**config.mk**
```make
export PLATFORM = sky130hd
export DESIGN_NAME = mem_arbiter
export DESIGN_NICKNAME = d
export VERILOG_FILES = /design/src/rtl/mem_arb_pkg.sv /design/src/rtl/mem_arb_timer.sv /design/src/rtl/mem_arbiter.sv
export SDC_FILE = /design/constraint.sdc
export NUM_CORES = 1
export LEC_CHECK = 0
export BUFFER_PORTS_ARGS = -buffer_cell sky130_fd_sc_hd__buf_2
export CAP_MARGIN = 40
export CORE_AREA = 8 8 115 117
export CTS_CLUSTER_SIZE = 40
export DETAILED_ROUTE_END_ITERATION = 7
export DIE_AREA = 0 0 123 125
export PLACE_DENSITY = 0.7
export SLEW_MARGIN = 0
export SYNTH_ARGS = -nofsm -noshare
export SYNTH_HDL_FRONTEND = slang
export SYNTH_SLANG_ARGS = --single-unit
```
**constraint.sdc**
```tcl
create_clock -name clk -period 1.6 [get_ports clk]
set_input_delay 0.08 -clock clk [delete_from_list [all_inputs] [get_ports clk]]
set_output_delay 0.08 -clock clk [all_outputs]
set_load 0.01 [all_outputs]
```
**src/rtl/mem_arb_pkg.sv**
```systemverilog
// Shared types and defaults for the two-master PicoRV32 memory arbiter.
package mem_arb_pkg;

    typedef enum logic [1:0] {
        ST_IDLE   = 2'd0,
        ST_GRANT0 = 2'd1,
        ST_GRANT1 = 2'd2
    } arb_state_t;

    typedef logic master_id_t;

    localparam master_id_t MID_M0 = 1'b0;
    localparam master_id_t MID_M1 = 1'b1;

    localparam int unsigned TIMEOUT_DEFAULT   = 1024;
    localparam logic [31:0] ERR_RDATA_DEFAULT = 32'h0000_0000;

endpackage

```
**src/rtl/mem_arb_timer.sv**
```systemverilog
// Wait-cycle counter for a granted transfer; flags the last allowed cycle.
module mem_arb_timer
    import mem_arb_pkg::*;
#(
    parameter int unsigned TIMEOUT = TIMEOUT_DEFAULT
) (
    input  logic clk_i,
    input  logic reset_n_i,
    input  logic clr_i,
    input  logic en_i,
    output logic expired_o
);

    localparam int unsigned CNT_W = $clog2(TIMEOUT) + 1;

    logic [CNT_W-1:0] cnt_q;
    logic [CNT_W-1:0] cnt_d;

    always_comb begin
        cnt_d = cnt_q;
        if (clr_i) begin
            cnt_d = '0;
        end else if (en_i) begin
            cnt_d = cnt_q + CNT_W'(1);
        end
    end

    always_ff @(posedge clk_i) begin
        if (!reset_n_i) begin
            cnt_q <= '0;
        end else begin
            cnt_q <= cnt_d;
        end
    end

    // Expired marks the cycle in which a still-unanswered transfer is forced to complete.
    assign expired_o = (cnt_q == CNT_W'(TIMEOUT - 1));

endmodule

```
**src/rtl/mem_arbiter.sv**
```systemverilog
// Two-master round-robin arbiter onto one PicoRV32-native memory port,
// with locked grants and a timeout that completes stalled transfers with an error.
module mem_arbiter
    import mem_arb_pkg::*;
#(
    parameter int unsigned TIMEOUT   = TIMEOUT_DEFAULT,
    parameter logic [31:0] ERR_RDATA = ERR_RDATA_DEFAULT
) (
    input  logic        clk,
    input  logic        reset_n,

    input  logic        m0_mem_valid,
    input  logic        m0_mem_instr,
    input  logic [31:0] m0_mem_addr,
    input  logic [31:0] m0_mem_wdata,
    input  logic [3:0]  m0_mem_wstrb,
    output logic        m0_mem_ready,
    output logic [31:0] m0_mem_rdata,

    input  logic        m1_mem_valid,
    input  logic        m1_mem_instr,
    input  logic [31:0] m1_mem_addr,
    input  logic [31:0] m1_mem_wdata,
    input  logic [3:0]  m1_mem_wstrb,
    output logic        m1_mem_ready,
    output logic [31:0] m1_mem_rdata,

    output logic        s_mem_valid,
    output logic        s_mem_instr,
    output logic [31:0] s_mem_addr,
    output logic [31:0] s_mem_wdata,
    output logic [3:0]  s_mem_wstrb,
    input  logic        s_mem_ready,
    input  logic [31:0] s_mem_rdata,

    output logic        bus_error
);

    arb_state_t state_q;
    master_id_t last_grant_q;

    logic gnt0;
    logic gnt1;
    logic granted;
    logic sel_valid;
    logic timer_expired;
    logic timeout_hit;
    logic abort;

    assign gnt0      = (state_q == ST_GRANT0);
    assign gnt1      = (state_q == ST_GRANT1);
    assign granted   = gnt0 | gnt1;
    assign sel_valid = (gnt0 & m0_mem_valid) | (gnt1 & m1_mem_valid);

    // A real ready always wins over the timeout; a dropped valid aborts silently.
    assign timeout_hit = granted & sel_valid & ~s_mem_ready & timer_expired;
    assign abort       = granted & ~sel_valid & ~s_mem_ready;

    mem_arb_timer #(
        .TIMEOUT (TIMEOUT)
    ) u_timer (
        .clk_i     (clk),
        .reset_n_i (reset_n),
        .clr_i     (state_q == ST_IDLE),
        .en_i      (granted & ~s_mem_ready),
        .expired_o (timer_expired)
    );

    always_comb begin
        s_mem_valid  = 1'b0;
        s_mem_instr  = 1'b0;
        s_mem_addr   = '0;
        s_mem_wdata  = '0;
        s_mem_wstrb  = '0;
        m0_mem_ready = 1'b0;
        m0_mem_rdata = '0;
        m1_mem_ready = 1'b0;
        m1_mem_rdata = '0;
        bus_error    = timeout_hit;
        case (state_q)
            ST_GRANT0: begin
                s_mem_valid  = m0_mem_valid;
                s_mem_instr  = m0_mem_instr;
                s_mem_addr   = m0_mem_addr;
                s_mem_wdata  = m0_mem_wdata;
                s_mem_wstrb  = m0_mem_wstrb;
                m0_mem_ready = s_mem_ready | timeout_hit;
                m0_mem_rdata = timeout_hit ? ERR_RDATA : s_mem_rdata;
            end
            ST_GRANT1: begin
                s_mem_valid  = m1_mem_valid;
                s_mem_instr  = m1_mem_instr;
                s_mem_addr   = m1_mem_addr;
                s_mem_wdata  = m1_mem_wdata;
                s_mem_wstrb  = m1_mem_wstrb;
                m1_mem_ready = s_mem_ready | timeout_hit;
                m1_mem_rdata = timeout_hit ? ERR_RDATA : s_mem_rdata;
            end
            default: begin
            end
        endcase
    end

    always_ff @(posedge clk) begin
        if (!reset_n) begin
            state_q      <= ST_IDLE;
            last_grant_q <= MID_M1;
        end else begin
            case (state_q)
                ST_IDLE: begin
                    if (m0_mem_valid && m1_mem_valid) begin
                        state_q <= (last_grant_q == MID_M1) ? ST_GRANT0 : ST_GRANT1;
                    end else if (m0_mem_valid) begin
                        state_q <= ST_GRANT0;
                    end else if (m1_mem_valid) begin
                        state_q <= ST_GRANT1;
                    end
                end
                ST_GRANT0, ST_GRANT1: begin
                    if (s_mem_ready || timeout_hit) begin
                        last_grant_q <= gnt1 ? MID_M1 : MID_M0;
                        state_q      <= ST_IDLE;
                    end else if (abort) begin
                        state_q <= ST_IDLE;
                    end
                end
                default: state_q <= ST_IDLE;
            endcase
        end
    end

endmodule

```
Word-level counts from Yosys, hierarchy flattened
Index checks and enable logic that the tools add are counted.

storage, ports and cells
  flip-flop bits (word level) = 14

cells by class
  bitwise operators = 14
  equal/unequal tests = 5
  reduce and logical (&&, ||, !) cells = 7
  muxes and demuxes = 18
  $add $sub $neg = 1

operator list
  operator                                                                  number
  32-bit case mux with 2 select lines                                       2
  32-bit two-way mux                                                        3
  2-bit two-way mux                                                         6
  11-bit by 1-bit adder with 11-bit output (second input constant)          1
  11-bit by 10-bit equality test with 1-bit output (second input constant)  1
  1-bit AND                                                                 8
  4-bit case mux with 2 select lines                                        1
  4-bit != test (second input constant)                                     1
  1-bit case mux with 2 select lines                                        2
  2-bit case mux with 2 select lines                                        1
  2-bit AND reduction                                                       2
  2-bit OR reduction                                                        2
  1-bit two-way mux                                                         3
  3-bit != test (second input constant)                                     1
  1-bit inverter                                                            3
  1-bit OR                                                                  3
  2-bit by 1-bit equality test with 1-bit output (second input constant)    1
  2-bit equality test (second input constant)                               1
  2-bit zero test                                                           1
  1-bit logical AND                                                         1
  1-bit logical OR                                                          1

Depth between registers and ports, before layout
Gate-level depths: netlist of run 1.

  depth after elaboration = 9
  depth in mapped cells = 8
  depth with buffers taken out = 6

Modules after synthesis
A second synthesis of run 1 with hierarchy kept.

unflattened totals
  cell total of the unflattened synthesis = 326
  area total of the unflattened synthesis = 2,356.0 µm²

modules (own cells, without submodules)
  module         seq. area each (µm²)  cells each  area each (µm²)  times used
  mem_arbiter    60.1                  269         1,833.0          1
  mem_arb_timer  220.2                 57          523.0            1

Least setup slack after synthesis of run 1
No wires, ideal clock.

  kind = register to output
  start = register state_q[0]
  end = output port m1_mem_rdata[10]
  arrival time = 1.695 ns
  slack = -0.175 ns
  cell stages (with the launch flop) = 9
  cell sequence = dfxtp_1 -> inv_1 -> ha_1 -> buf_2 -> a22oi_2 -> nor2_1 -> a21boi_1 -> clkbuf_1 -> and2_1

between the ends
  cells in the longest elaborated chain, start to end = 8
  elaborated cells between the ends (all ways) = 11

RTL lines
  element                   line                RTL
  start: declaration        mem_arbiter.sv:39   arb_state_t state_q;
  start signal: assignment  mem_arbiter.sv:112  state_q <= (last_grant_q == MID_M1) ? ST_GRANT0 : ST_GRANT1;
  2-bit equality test (*)   mem_arbiter.sv:51   assign gnt1 = (state_q == ST_GRANT1);
  net gnt1                  mem_arbiter.sv:43   logic gnt1;
  1-bit AND                 mem_arbiter.sv:53   assign sel_valid = (gnt0 & m0_mem_valid) | (gnt1 & m1_mem_valid);
  1-bit OR                  mem_arbiter.sv:53
  1-bit AND (3 in a row)    mem_arbiter.sv:56   assign timeout_hit = granted & sel_valid & ~s_mem_ready & timer_expired;
  32-bit two-way mux        mem_arbiter.sv:97   m1_mem_rdata = timeout_hit ? ERR_RDATA : s_mem_rdata;
  32-bit two-way mux (*)    mem_arbiter.sv:80   case (state_q)
  end: declaration          mem_arbiter.sv:26   output logic [31:0] m1_mem_rdata,

Mark *: on every way through the listed nets, which the timed path passes. The rest lies on a longest branch.

Worst setup path after layout of run 1
  start = register state_q[1]
  end = output port m0_mem_rdata[7]

between the ends
  cells in the longest elaborated chain, start to end = 8
  elaborated cells between the ends (all ways) = 11

RTL lines
  element                                                                                line                                                     RTL
  2-bit by 1-bit equality test with 1-bit output or 2-bit equality test (tied branches)  mem_arbiter.sv:50, mem_arbiter.sv:80, mem_arbiter.sv:51
  1-bit AND                                                                              mem_arbiter.sv:53
  1-bit OR                                                                               mem_arbiter.sv:53
  1-bit AND (3 in a row)                                                                 mem_arbiter.sv:56
  32-bit two-way mux                                                                     mem_arbiter.sv:88                                        m0_mem_rdata = timeout_hit ? ERR_RDATA : s_mem_rdata;
  32-bit two-way mux (*)                                                                 mem_arbiter.sv:80
  end: declaration                                                                       mem_arbiter.sv:18                                        output logic [31:0] m0_mem_rdata,

Mark *: on every way between the ends. The rest lies on a longest branch, timed or not.

==> PnR_summary.wiki, run 1 <==
{| class="wikitable"
! Metric !! Value
|-
| Status || complete, but fails checks
|-
| Violated checks || negative setup slack
|-
| Switching pwr || 1.09 mW
|-
| Number of hold buffers added after CTS || 0
|-
| Die outline width || 123 um
|-
| Final Cycle Share || 1.18
|-
| Dominant register cell in the synthesized netlist || sky130_fd_sc_hd__dfxtp_1
|-
| First-pass GRT wire length || 19900 um
|-
| Clock slew at the register clock pins of the worst setup and hold paths || 0.05 ns
|-
| Combinational share of power || 0.692
|-
| Overall overflow remaining after global route || 0
|-
| Area of placed instances || 4190 um^2
|-
| Min cycle time layout || 1.89 ns
|-
| Syn Inst Count || 326
|-
| Syn nets || 505
|-
| Routed wire per std cell || 19.1 um
|-
| Final weighted congestion in routability-driven placement || 0.901
|-
| Max FO, Critical Path || 32
|-
| CTS tree || yes
|-
| Detail Placement HPWL || 11200 um
|-
| Number of buffers created by CTS || 3
|-
| Cell types with the largest area share after synthesis || sky130_fd_sc_hd__a22oi_1, sky130_fd_sc_hd__nor2b_1, sky130_fd_sc_hd__and2_1
|-
| Switching share of power || 0.374
|-
| Area of all placed cells without fillers || 5000 um^2
|-
| Min-Delay Path Class || in2reg
|-
| Final Hold Vio Count || 0
|-
| Peak ir drop on the vdd network || 395 uV
|-
| Total wire length after detailed routing || 15400 um
|-
| Portion of the post-synthesis area used by sequential elements || 0.124
|-
| Worst slack after detailed placement || -0.0798 ns
|-
| Initial DRC count || 215
|-
| Average instance area after synthesis || 6.94 um^2
|-
| Areal power density over the cells || 582 nW/um^2
|-
| Final Max Tran Viols || 0
|-
| Number of top-level design ports || 312
|-
| Share of async-settable or async-resettable flops after synthesis || 0
|-
| Share of the synthesized area in the top cell type || 0.229
|-
| Num Clock Sinks || 14
|-
| Leakage power of the design || 2.51 nW
|-
| Post-synthesis cell type with the largest combined area || sky130_fd_sc_hd__a22oi_1
|-
| Final clock skew || 0.00209 ns
|-
| TritonRoute pass-1 iters || 4
|-
| Total negative setup slack || -27.38 ns
|-
| Slew Limit Headroom || 0.701
|-
| Post-synth cell types || 32
|-
| Synthesized area || 2260 um^2
|-
| Finish-stage setup viols || 145
|-
| Multi-input gate area || 2130 um^2
|-
| Max Clock Freq || 0.528 GHz
|-
| Port Buffers || 311
|-
| Detailed-route DRC error count || 0
|-
| Worst slack on hold paths || 0.104 ns
|-
| Max Buffers Root-to-Sink || 2
|-
| Largest net degree at the start of global routing || 73
|-
| Filler Cell Count || 1155
|-
| Cell with the most instances after synthesis || sky130_fd_sc_hd__nor2b_1
|-
| Internal power || 1.82 mW
|-
| Height of the chip || 125 um
|-
| Synth Warn # || 0
|-
| Transition time of the tightest slew-check pin || 0.448 ns
|-
| Growth of design area from synthesis to finish || 121%
|-
| Critical Path Start Type || register
|-
| Number of rows created at floorplan || 40
|-
| Number of nets in the layout || 835
|-
| Startpoint-to-endpoint class of the critical path || reg2out
|-
| Routed vias || 3772
|-
| Number of synthesized register bits || 14
|-
| Worst skew pair latency || 0.24 ns
|-
| Commonest cells post-synth || sky130_fd_sc_hd__nor2b_1, sky130_fd_sc_hd__a22oi_1, sky130_fd_sc_hd__and2_1, sky130_fd_sc_hd__clkbuf_1, sky130_fd_sc_hd__dfxtp_1
|-
| Antenna-violating nets left || 0
|-
| Data arrival time of the critical path || 1.81 ns
|-
| Number of enable-type register cells in the synthesized netlist || 0
|-
| Final worst setup slack || -0.292 ns
|-
| Clock H-tree levels || 1
|-
| Max-cap check violation count || 0
|-
| Overall track demand over capacity in global routing || 0.160
|-
| Fraction of final layout cells with drive strength greater than 1 || 0.646
|-
| Effective utilization at floorplan || 0.195
|-
| Endpoint class of the critical path || output pin
|-
| Clock share of power || 0.180
|-
| Initial antenna violation count || 3
|-
| Area enclosed by the die boundary || 15400 um^2
|-
| Unrepaired setup endpoints after global routing || yes
|-
| Sequential power share || 0.127
|-
| Mean number of vias per cell || 4.69
|-
| Data required time of the worst path || 1.52 ns
|-
| Clock tree root buffer cell || sky130_fd_sc_hd__clkbuf_16
|-
| Sequential cell area in the final layout || 297 um^2
|-
| Via count of the first global-routing pass || 3589
|-
| Core region area || 11600 um^2
|}
logic make-up after synthesis:
group,share of synthesized area
and+or+nand+nor,0.477
buffers and inverters,0.0608
adders and majority gates,0.0221
DFF,0.124
muxes,0.00885
xor gates and xnor gates,0.0348
AOI/OAI and AO/OA,0.273
final cells by class:
type / count / share of cell area
flip-flops and latches: 14 / 0.0594
inverters: 4 / 0.00351
diodes: 2 / 0.00100
clock buffers: 4 / 0.0178
multi-input cells: 276 / 0.426
well taps: 147 / 0.0368
repair buffers: 357 / 0.455
repair_timing:
item / in CTS / in global routing
gates resized for setup: 34 / 52
setup buffers: 1 / 8
gates cloned: 0 / 10
setup endpoints to repair: 146 / 148
pin swaps: 0 / 10
metrics by stage:
stage / utilization / instances / power (mW)
2_1_floorplan: - / 326 / 1.17
3_3_place_gp: 0.361 / 779 / 1.83
3_5_place_dp: 0.361 / 779 / 1.85
4_1_cts: 0.384 / 784 / 2.44
5_1_grt: 0.430 / 802 / 3.08
6_report: 0.430 / 804 / 2.91
power by group through the flow:
stage	Clock [mW]	Combinational, mW	Sequential [mW]
floorplan	0	0.799	0.374
global placement	0	1.46	0.374
detailed placement	0	1.47	0.375
CTS	0.526	1.55	0.369
global route	0.555	2.15	0.371
finish	0.524	2.01	0.370
registers in the layout, summed over array words and instances, names as in the netlist:
name           count
state_q            2
u_timer.cnt_q     11
last_grant_q       1
critical path, cell delays in order (launching register included):
cell	delay, ns
sky130_fd_sc_hd__dfxtp_2	0.33
sky130_fd_sc_hd__inv_1	0.10
sky130_fd_sc_hd__ha_4	0.20
sky130_fd_sc_hd__a22oi_2	0.22
sky130_fd_sc_hd__nor2_4	0.09
sky130_fd_sc_hd__a21boi_2	0.18
sky130_fd_sc_hd__buf_12	0.18
sky130_fd_sc_hd__and2_1	0.14
sky130_fd_sc_hd__buf_2	0.13
final timing paths:
kind | depth (start not counted) | end | slack, ns | startpoint
max | 8 | m0_mem_rdata[7] | -0.29 | state_q[1]
max reg2reg | 7 | u_timer.cnt_q[5] | -0.09 | state_q[1]
min | 2 | last_grant_q | 0.10 | reset_n
min reg2reg | 2 | last_grant_q | 0.52 | last_grant_q
cell usage in the layout, fill, tap and decap left out, types with 3 or more instances in the layout:
cell type                   synthesis  layout
sky130_fd_sc_hd__inv_1              4       3
sky130_fd_sc_hd__nand3_1            4       4
sky130_fd_sc_hd__xor2_1             3       3
sky130_fd_sc_hd__ha_4               0       4
sky130_fd_sc_hd__nor4_4             0       3
sky130_fd_sc_hd__dfxtp_2            0       7
sky130_fd_sc_hd__and2_4             0       7
sky130_fd_sc_hd__clkbuf_16          0      10
sky130_fd_sc_hd__buf_12             0       8
sky130_fd_sc_hd__nand2_1           12      11
sky130_fd_sc_hd__nor2b_4            0       4
sky130_fd_sc_hd__xnor2_1            6       6
sky130_fd_sc_hd__nor2b_2            0       8
sky130_fd_sc_hd__dfxtp_1           14       5
sky130_fd_sc_hd__nor2b_1           73      61
sky130_fd_sc_hd__a22oi_1           69      56
sky130_fd_sc_hd__buf_2              2     295
sky130_fd_sc_hd__a22oi_2            1      14
sky130_fd_sc_hd__buf_6              0      22
sky130_fd_sc_hd__and2_1            64      57
sky130_fd_sc_hd__buf_4              0      23
sky130_fd_sc_hd__nor2_1            11      10
routing by layer:
metal	part of all wire	global-route usage	vias to the layer above
li1	-	-	1797
met1	0.37	0.177	1711
met2	0.51	0.293	243
met3	0.11	0.0428	21
met4	0.015	0.0361	0
met5	0	0	-
Power figures use the tool's default switching activity.
==> run 2: changes to the inputs <==
Settings changed: CORE_AREA 8 8 115 117 to 8 8 116 118, DIE_AREA 0 0 123 125 to 0 0 124 126, PLACE_DENSITY 0.7 to 0.68.
Clock period 1.6 ns to 2.1 ns, I/O delays scaled along.
==> run 2 against run 1 <==
The flow now finishes without violations. Non-clock buffer count is 24 lower. Sequential share of layout area is 0.75 points higher. Register-to-register slack better by 0.39 ns. Clock power is 33% lower. Worst setup slack better by 0.36 ns. Die area is 1.6% higher. Combinational power is 42% lower. Global-route usage is 1.9 points lower. Power is 38% lower. Final area is 13% lower. Critical path type unchanged. Largest power group unchanged. Highest routed layer is now met5.
==> PnR_summary.wiki, run 2 (same netlist as run 1, synthesis figures left out) <==
{| class="wikitable"
! Metric !! Value
|-
| Detail Placement HPWL || 10500 um
|-
| TritonRoute pass-1 iters || 4
|-
| Port Buffers || 311
|-
| Data required time of the worst path || 2.00 ns
|-
| Max Buffers Root-to-Sink || 2
|-
| Leakage power of the design || 2.24 nW
|-
| Number of nets in the layout || 811
|-
| Fraction of final layout cells with drive strength greater than 1 || 0.560
|-
| CTS tree || yes
|-
| Commonest cells after routing, fill and taps aside || sky130_fd_sc_hd__buf_2, sky130_fd_sc_hd__nor2b_1, sky130_fd_sc_hd__a22oi_1
|-
| Max FO, Critical Path || 8
|-
| Maximum cell stage delay along the critical path || 0.36 ns
|-
| Slack of the worst reg-to-reg path || 0.30 ns
|-
| Number of hold buffers added after CTS || 0
|-
| Peak ir drop on the vdd network || 388 uV
|-
| Areal power density over the cells || 417 nW/um^2
|-
| Worst Hold Depth || 2
|-
| Height of the chip || 126 um
|-
| Clock slew at the register clock pins of the worst setup and hold paths || 0.05 ns
|-
| Routed wire per std cell || 18.1 um
|-
| Area enclosed by the die boundary || 15600 um^2
|-
| Antenna-violating nets left || 0
|-
| Launching point of the worst reg2reg path || state_q[1]
|-
| Hold path startpoint || reset_n
|-
| Core region area || 11700 um^2
|-
| Startpoint-to-endpoint class of the critical path || reg2out
|-
| End of the worst hold path || last_grant_q
|-
| Overall track demand over capacity in global routing || 0.141
|-
| Max Clock Freq || 0.491 GHz
|-
| Effective utilization at floorplan || 0.193
|-
| Worst skew pair latency || 0.24 ns
|-
| Transition time of the tightest slew-check pin || 0.458 ns
|-
| Die outline width || 124 um
|-
| Max-cap check violation count || 0
|-
| Final clock skew || 0.000770 ns
|-
| Data arrival time of the critical path || 1.93 ns
|-
| Slew Limit Headroom || 0.695
|-
| Flip-flop count of the largest register, all copies and words added || 11
|-
| R2r endpoint || u_timer.cnt_q[10]
|-
| Via count of the first global-routing pass || 3409
|-
| Detailed-route DRC error count || 0
|-
| Initial DRC count || 156
|-
| Status || finished clean
|-
| Overall overflow remaining after global route || 0
|-
| CP Cell Sequence || inv_1, ha_4, a22oi_2, nor2_4, a21boi_4, buf_4, and2_1, buf_2
|-
| Final weighted congestion in routability-driven placement || 0.904
|-
| Initial antenna violation count || 1
|-
| Mean number of vias per cell || 4.57
|-
| Register ranked first by flip-flop count || u_timer.cnt_q
|-
| Final Max Tran Viols || 0
|-
| Endpoint class of the critical path || output pin
|-
| Library cell contributing the largest single delay on the critical path || sky130_fd_sc_hd__dfxtp_4
|-
| Largest net degree at the start of global routing || 73
|-
| Final core utilization || 0.369
|-
| Min cycle time layout || 2.03 ns
|-
| Number of buffers created by CTS || 3
|-
| Number of top-level design ports || 312
|-
| Critical Path Start Type || register
|-
| Final Hold Vio Count || 0
|-
| Clock H-tree levels || 1
|-
| Routed vias || 3552
|-
| Total wire length after detailed routing || 14100 um
|-
| Min-Delay Path Class || in2reg
|-
| Clock tree root buffer cell || sky130_fd_sc_hd__clkbuf_16
|-
| Final Cycle Share || 0.969
|-
| Largest regs || u_timer.cnt_q (11), state_q (2), last_grant_q (1)
|-
| Cell depth of the worst flop-to-flop path || 7
|-
| First-pass GRT wire length || 17900 um
|-
| Overall power of the completed layout || 1.80 mW
|-
| Commonest non-fill, non-tap cell in the layout || sky130_fd_sc_hd__buf_2
|-
| Number of antenna repair diodes || 0
|-
| Growth of design area from synthesis to finish || 91.1%
|-
| Num Clock Sinks || 14
|-
| Number of rows created at floorplan || 40
|-
| Finish-stage setup viols || 0
|}
run 2: changes by cell type in the layout (fill, tap and decap cells not counted), moves of 5 or more:
cell                      delta
sky130_fd_sc_hd__dfxtp_1     +6
sky130_fd_sc_hd__buf_2      +16
sky130_fd_sc_hd__dfxtp_2     -6
sky130_fd_sc_hd__a22oi_1    +13
sky130_fd_sc_hd__nor2b_2     -8
sky130_fd_sc_hd__a22oi_2    -13
sky130_fd_sc_hd__buf_4      -11
sky130_fd_sc_hd__and2_1      +7
sky130_fd_sc_hd__and2_4      -7
sky130_fd_sc_hd__nor2b_1    +12
sky130_fd_sc_hd__buf_12      -5
sky130_fd_sc_hd__buf_6      -19
run 2: worst max-delay path by stage:
stage	startpoint	end	slack [ns]	cells after the start
after CTS	state_q[0]	m1_mem_rdata[24]	0.02	8
after detailed placement	state_q[0]	m1_mem_rdata[22]	0.15	8
after global routing	state_q[1]	m1_mem_rdata[5]	-0.02	8
after floorplan	state_q[0]	m1_mem_rdata[10]	0.30	8
final	state_q[1]	m1_mem_rdata[22]	0.07	8
after global placement	state_q[0]	m0_mem_rdata[13]	0.21	8
run 2: cell type report:
class / instances / area (um^2)
well taps: 147 / 184
multi-input cells: 276 / 1930
fillers: 1230 / 7390
flip-flops and latches: 14 / 289
inverters: 4 / 15.0
clock buffers: 3 / 75.1
repair buffers: 333 / 1830
run 2: power breakdown:
part / total (mW) / switching [mW] / internal (mW)
Sequential: 0.284 / 0.00905 / 0.275
Clock: 0.353 / 0.104 / 0.249
Combinational: 1.17 / 0.594 / 0.574
run 2: what timing repair did:
action,4_1_cts,5_1_grt
gates cloned,0,6
pin swaps,1,4
buffers inserted,1,6
resized for setup,3,26
endpoints found under the setup margin,64,64
run 2: layer usage:
metal  up-vias  share of wire  GRT usage
met5         -        0.00092          0
li1       1744              -          -
met1      1566           0.35      0.157
met2       227           0.50      0.251
met4         2          0.011     0.0140
met3        13           0.14     0.0567
run 2: worst max-delay path, delay by kind of cell (launching register included):
kind | cells | cell delay [ns]
compound gates | 2 | 0.50
buf+inv | 3 | 0.42
flops | 1 | 0.36
simple gates | 2 | 0.23
fa+ha+maj | 1 | 0.18
run 2: metrics by stage:
stage | hold slack (ns) | cells | setup TNS [ns] | setup slack [ns] | instance area [um^2]
after global placement | 0.355 | 761 | 0 | 0.211 | 3980
final | 0.111 | 777 | 0 | 0.0654 | 4330
after detailed placement | 0.356 | 761 | 0 | 0.153 | 3980
after floorplan | 0.194 | 326 | 0 | 0.300 | 2260
after CTS | 0.108 | 765 | 0 | 0.0153 | 4070
after global routing | 0.115 | 777 | -0.191 | -0.0169 | 4330
